**config.mk**
```make
export PLATFORM = sky130hd
export DESIGN_NAME = msrr8_ff
export DESIGN_NICKNAME = d
export VERILOG_FILES = /design/src/rtl/msrr8_pkg.sv /design/src/rtl/msrr8_cell.sv /design/src/rtl/msrr8_ff.sv
export SDC_FILE = /design/constraint.sdc
export NUM_CORES = 1
export LEC_CHECK = 0
export CORE_MARGIN = 2
export CORE_UTILIZATION = 30
export CTS_CLUSTER_DIAMETER = 120
export CTS_CLUSTER_SIZE = 8
export DETAILED_ROUTE_END_ITERATION = 10
export GPL_TIMING_DRIVEN = 0
export RECOVER_POWER = 100
export SETUP_SLACK_MARGIN = 0.02
export SYNTH_ARGS = -nofsm -noshare
export SYNTH_HDL_FRONTEND = slang
export SYNTH_HIERARCHICAL = 1
export SYNTH_SLANG_ARGS = --single-unit
```
**constraint.sdc**
```tcl
create_clock -name clk -period 2.4 [get_ports clk]
set_input_delay 0.6 -clock clk [delete_from_list [all_inputs] [get_ports clk]]
set_output_delay 0.6 -clock clk [all_outputs]
set_load 0.01 [all_outputs]
```
**src/rtl/msrr8_pkg.sv**
```systemverilog
// Shared definitions for the msrr8 multi-mode shift register.
// Holds operation codes, register width and the one-hot seed value.
package msrr8_pkg;

    localparam int WIDTH = 8;

    localparam logic [1:0] MODE_HOLD = 2'b00;
    localparam logic [1:0] MODE_SHR  = 2'b01;
    localparam logic [1:0] MODE_SHL  = 2'b10;
    localparam logic [1:0] MODE_ROT  = 2'b11;

    localparam logic [WIDTH-1:0] SEED = 8'h01;

endpackage

```
**src/rtl/msrr8_cell.sv**
```systemverilog
// One bit of the msrr8 register: 4:1 neighbour mux plus seed/reset override.
// Ports: clk, Re (sync clear), inz (seed load), seed_bit, mode,
//   d_hold/d_shr/d_shl/d_rot (mux candidates), q (flop output).
module msrr8_cell
    import msrr8_pkg::*;
(
    input  logic       clk,
    input  logic       Re,
    input  logic       inz,
    input  logic       seed_bit,
    input  logic [1:0] mode,
    input  logic       d_hold,
    input  logic       d_shr,
    input  logic       d_shl,
    input  logic       d_rot,
    output logic       q
);

    logic q_d;
    logic q_q;

    always_comb begin
        q_d = d_hold;
        unique case (mode)
            MODE_HOLD: q_d = d_hold;
            MODE_SHR:  q_d = d_shr;
            MODE_SHL:  q_d = d_shl;
            MODE_ROT:  q_d = d_rot;
            default:   q_d = d_hold;
        endcase
        if (inz) begin
            q_d = seed_bit;
        end
    end

    always_ff @(posedge clk) begin
        if (Re) begin
            q_q <= 1'b0;
        end else begin
            q_q <= q_d;
        end
    end

    assign q = q_q;

endmodule

```
**src/rtl/msrr8_ff.sv**
```systemverilog
// 8-bit multi-mode shift register: hold, shift right/left, rotate, seed load.
// Ports: clk, Re (sync active-high clear), inz (load 8'h01), sIn, mode, Q.
module msrr8_ff
    import msrr8_pkg::*;
(
    input  logic             clk,
    input  logic             Re,
    input  logic             inz,
    input  logic             sIn,
    input  logic [1:0]       mode,
    output logic [WIDTH-1:0] Q
);

    logic [WIDTH-1:0] q_w;

    for (genvar i = 0; i < WIDTH; i++) begin : g_bit
        logic shr_in;
        logic shl_in;
        logic rot_in;

        // Right moves data toward bit 0, so each bit takes its upper
        // neighbour; the ends take sIn or wrap around for rotate.
        if (i == WIDTH - 1) begin : g_msb
            assign shr_in = sIn;
            assign rot_in = q_w[0];
        end else begin : g_mid_r
            assign shr_in = q_w[i+1];
            assign rot_in = q_w[i+1];
        end

        if (i == 0) begin : g_lsb
            assign shl_in = sIn;
        end else begin : g_mid_l
            assign shl_in = q_w[i-1];
        end

        msrr8_cell u_cell (
            .clk      (clk),
            .Re       (Re),
            .inz      (inz),
            .seed_bit (SEED[i]),
            .mode     (mode),
            .d_hold   (q_w[i]),
            .d_shr    (shr_in),
            .d_shl    (shl_in),
            .d_rot    (rot_in),
            .q        (q_w[i])
        );
    end

    assign Q = q_w;

endmodule

```
==> impl_metrics.toml <==
[outcome]
status = "completed"

[synthesis]
syn-cell-area_um2 = 648.1
synthAdderAreaFrac_pct = 0
seq_area_frac_synth_pct = 24.71
synth_top_family_by_area = "simple AND/OR/NAND/NOR gates"
synth-simple-area-share_pct = 29.34
ys_seq_elements = 8
synth-compound-area-share_pct = 10.81
yosys_warnings = 6
avgSynthCellArea_um2 = 9.820
post_synth_xor_area_fraction_pct = 0
postSynthCellCount = 66
synth_cell_types = 8
synth_mux_area_share_pct = 24.71

[cells_and_area]
largest_reg_flops = 8
drive_gt1_share_pct = 30.68
layout.nets = 96
layout_common_cells = "mux2i_1, dlygate4sd3_1"
final_common_cell = "mux2i_1"
antennaDiodeCount = 0
synthToLayoutAreaGrowth_pct = 32.24

[setup_path]
regToRegSetupSlack_ps = 1590
crit_type = "primary input to flop"
cp-start-kind = "primary input"
rr_startpoint = "g_bit[4].u_cell/q"
worst_setup_path_end_kind = "flop"
cp_data_arrival_time_ps = 2140
crit_fanout = 16
worstPathRequired_ps = 2530
reg2reg_depth = 2
reg2reg_to = "g_bit[3].u_cell/q"

[route]
post_drt_wl_per_cell_um = 11.79
via_per_inst = 4.861
drtPass1Iterations = 4
vias = 559
drt-initial-drc-count = 11
routed_wl_um = 1356
ant_nets = 0
drc = 0

[cts]
clkTransAtPathRegs_ps = 60
cts.htree.levels = 1
cts_buffers = 3
cts-root-buf = "clkbuf_4"
cts.path.max_buffers = 2
cts_setup_buffers = 0
cts_sinks = 8
cts_tree = "yes"
clk_latency_ps = 260
postCtsResizedCells = 0
ctsHoldBuffers = 0

[floorplanning]
coreArea_um2 = 2002
die_x_um = 50.48
num_rows = 16
io-pin-count = 14
start_util_pct = 32.38
die_h_um = 50.48
die-area_um2 = 2548

[global_route]
overflow = 0
grt_pass1_vias = 457
grt.total_usage_pct = 11.92
grt_max_degree = 25
grt_first_pass_wirelength_um = 2373
antenna_found_initial = 0

[hold_path]
min_to = "g_bit[1].u_cell/q"
holdCritStartpoint = "g_bit[0].u_cell/q"
hp-class = "flop to flop"
holdPathStages = 2

[timing]
finalCritPeriodShare_pct = 83.94
rsz0062_at_grt = "no"
setup_viol = 0
finClkSkew_ps = 5.306
clock.fmax_mhz = 496.4
slew_violations = 0
fin_ws_ps = 385.5
hold_viol = 0
post-route-min-period_ps = 2014
tns_ps = 0
slew_headroom_pct = 39.06
tightest_slew_ps = 911.1

[flow_run]
max_cap_viol_count = 0

[pwr]
power-per-cell-area_nw_per_um2 = 422.5
power.leakage_nw = 0.3612
vdd_ir_drop_max_uv = 182.0

[place]
dp_slack_ps = 158.5
io_buffers = 13
gp_congestion = 0.6915
## power by group
group          total (mW)  internal, mW  switching [mW]  leakage [nW]
logic              0.0962        0.0567          0.0396         0.281
registers           0.154         0.142          0.0118        0.0661
clock network       0.112        0.0577          0.0543        0.0138
## per-stage QoR
step / hold slack [ps] / total power [mW] / instances / util, % / cell area (um2)
2_1_floorplan: 576.2 / 0.2089 / 72 / - / 670.6
5_1_grt: 666.2 / 0.3839 / 115 / 42.81 / 857.1
4_1_cts: 632.0 / 0.3682 / 115 / 42.81 / 857.1
3_5_place_dp: 623.2 / 0.2584 / 112 / 41.69 / 834.6
6_report: 627.5 / 0.3621 / 115 / 42.81 / 857.1
3_3_place_gp: 625.6 / 0.2570 / 112 / 41.69 / 834.6
## cell type report
cell class,instances,area (um2)
sequential,8,160.2
timing repair buffer,13,130.1
fill,212,1145
tap,27,33.78
multi-input combinational,56,450.4
clock buffer,3,22.52
buffer,8,60.06
## worst max path at each step
stage / from / slack, ps / endpoint / depth (start not counted)
finish: mode[0] / 390 / g_bit[3].u_cell/q / 3
floorplan: mode[1] / 1110 / g_bit[0].u_cell/q / 2
global route: mode[0] / 280 / g_bit[4].u_cell/q / 3
CTS: mode[0] / 430 / g_bit[3].u_cell/q / 3
detailed placement: mode[0] / 160 / g_bit[3].u_cell/q / 3
global placement: mode[0] / 180 / g_bit[1].u_cell/q / 3
## worst max-delay path: stages
cell and delay, ps:
dlygate4sd3_1 1130, mux2i_1 260, o221ai_1 140
## synthesized netlist by cell type
master	instances	area (um2)
or3_2	8	60.06
conb_1	2	7.510
nand3b_1	8	60.06
buf_4	8	60.06
or3b_2	8	70.07
mux2i_1	16	160.2
dfxtp_1	8	160.2
o221ai_1	8	70.07
## cell families (layout without fill, tap and decap cells)
family                 after synthesis  in the layout
AO/OA/AOI/OAI                        8              8
other                                2              8
buffers and inverters                8             24
multiplexers                        16             16
AND/OR/NAND/NOR                     24             24
flip-flops                           8              8
## layer usage
metal | share of wire, % | vias up | GRT usage, %
met1 | 51 | 258 | 18.65
met5 | 0 | - | 0
met2 | 45 | 9 | 15.57
li1 | - | 290 | -
met3 | 2.9 | 2 | 2.679
met4 | 1.1 | 0 | 4.054
(Power assumes the default switching activity.)
==> RTL change (same flow settings) <==
The package constant `WIDTH` goes from 8 to 10.
--- a/src/rtl/msrr8_pkg.sv
+++ b/src/rtl/msrr8_pkg.sv
@@ -2,7 +2,7 @@
 // Holds operation codes, register width and the one-hot seed value.
 package msrr8_pkg;
 
-    localparam int WIDTH = 8;
+    localparam int WIDTH = 10;
 
     localparam logic [1:0] MODE_HOLD = 2'b00;
     localparam logic [1:0] MODE_SHR  = 2'b01;
Ports: changed (resized Q); port bits go from 14 to 16. The function was not compared with the original's and may differ.
==> RTL change against the original RTL <==
Total power up 30%; via count up 27%; largest power group unchanged; area after synthesis up 25%; design area up 24%; routed wire length up 22%; die area up 23%; sequential cell count up 2; critical endpoint is now g_bit[0].u_cell/q; sequential share of layout area up 0.16 points; setup slack worse by 0.14 ns.
==> RTL change: results (changes against the original RTL) <==
Status
  • Status: finished clean

Global routing
  • Pin count of the biggest net entering global routing: 31 (+24%)
  • Vias in the first global route: 628 (+37%)
  • Global-route wire length before repair: 2800 µm (+18%)
  • GRT Overall Usage: 0.109 (-0.0104)

Place
  • Total placed cells including tap cells: 135 (+21%)
  • PortBufs: 15 (+2)
  • GP Congestion: 0.687 (-0.61%)
  • Placed Area: 1030 µm² (+23%)

Yosys
  • Synthesized instance count: 82 (+24%)
  • Register area share after synthesis: 0.248 (+0.000574)
  • Synth area leaders: dfxtp_1 (25%), mux2i_1 (25%), o221ai_1 (11%)

STA
  • Worst Skew: 0.00244 ns (-0.00287 ns)
  • WHS: 0.628 ns (+0.000583 ns)
  • Achievable Freq: 463 MHz (-6.6%)

Worst setup path
  • Worst r2r src: g_bit[6].u_cell/q
  • CP max stage delay: 1.28 ns (+0.15 ns)
  • CP Capture Point: g_bit[0].u_cell/q
  • CP Max Fanout: 20 (+4)

Final layout
  • Max reg flops: 10 (+2)
  • Final #Nets: 116 (+21%)

Min path
  • Hold Path Sink: g_bit[8].u_cell/q
  • HP Start: g_bit[9].u_cell/q

Pwr
  • Leakage: 0.450 nW (+25%)
  • Switching Share: 0.282 (-0.00918)
  • Internal: 0.000339 W (+32%)
  • VDD IR-drop max: 0.232 mV (+27%)

Routing
  • Via-to-Cell Ratio: 5.12 (+5.2%)

CTS
  • Reg clk slew, reported paths: 0.08 ns (+0.02 ns)
==> RTL change: changes by cell type after synthesis <==
cell,delta
or3_2,+2
dfxtp_1,+2
buf_4,+2
mux2i_1,+4
nand3b_1,+2
or3b_2,+2
o221ai_1,+2
==> RTL change: cell type report <==
class                   count  area [µm²]  area share
flip-flops and latches     10         200       0.188
clock buffers               4        36.3      0.0342
well taps                  30        37.5      0.0353
multi-input cells          70         563       0.530
repair buffers             15         150       0.141
plain buffers              10        75.1      0.0707
==> RTL change: cells by family (layout without fill, tap and decap cells) <==
group	after synthesis	count (layout)	share of synthesized area
flops	10	10	0.248
simple gates	30	30	0.294
buf+inv	10	29	0.0929
mux	20	20	0.248
other cells	2	10	0.00929
compound gates	10	10	0.108
==> RTL change: routing by layer <==
layer | up-vias | routed length, µm | track usage
li1 | 363 | - | -
met1 | 330 | 855 | 0.141
met2 | 16 | 736 | 0.179
met3 | 2 | 43 | 0.0209
met4 | 0 | 15 | 0.0408
met5 | - | 0 | 0
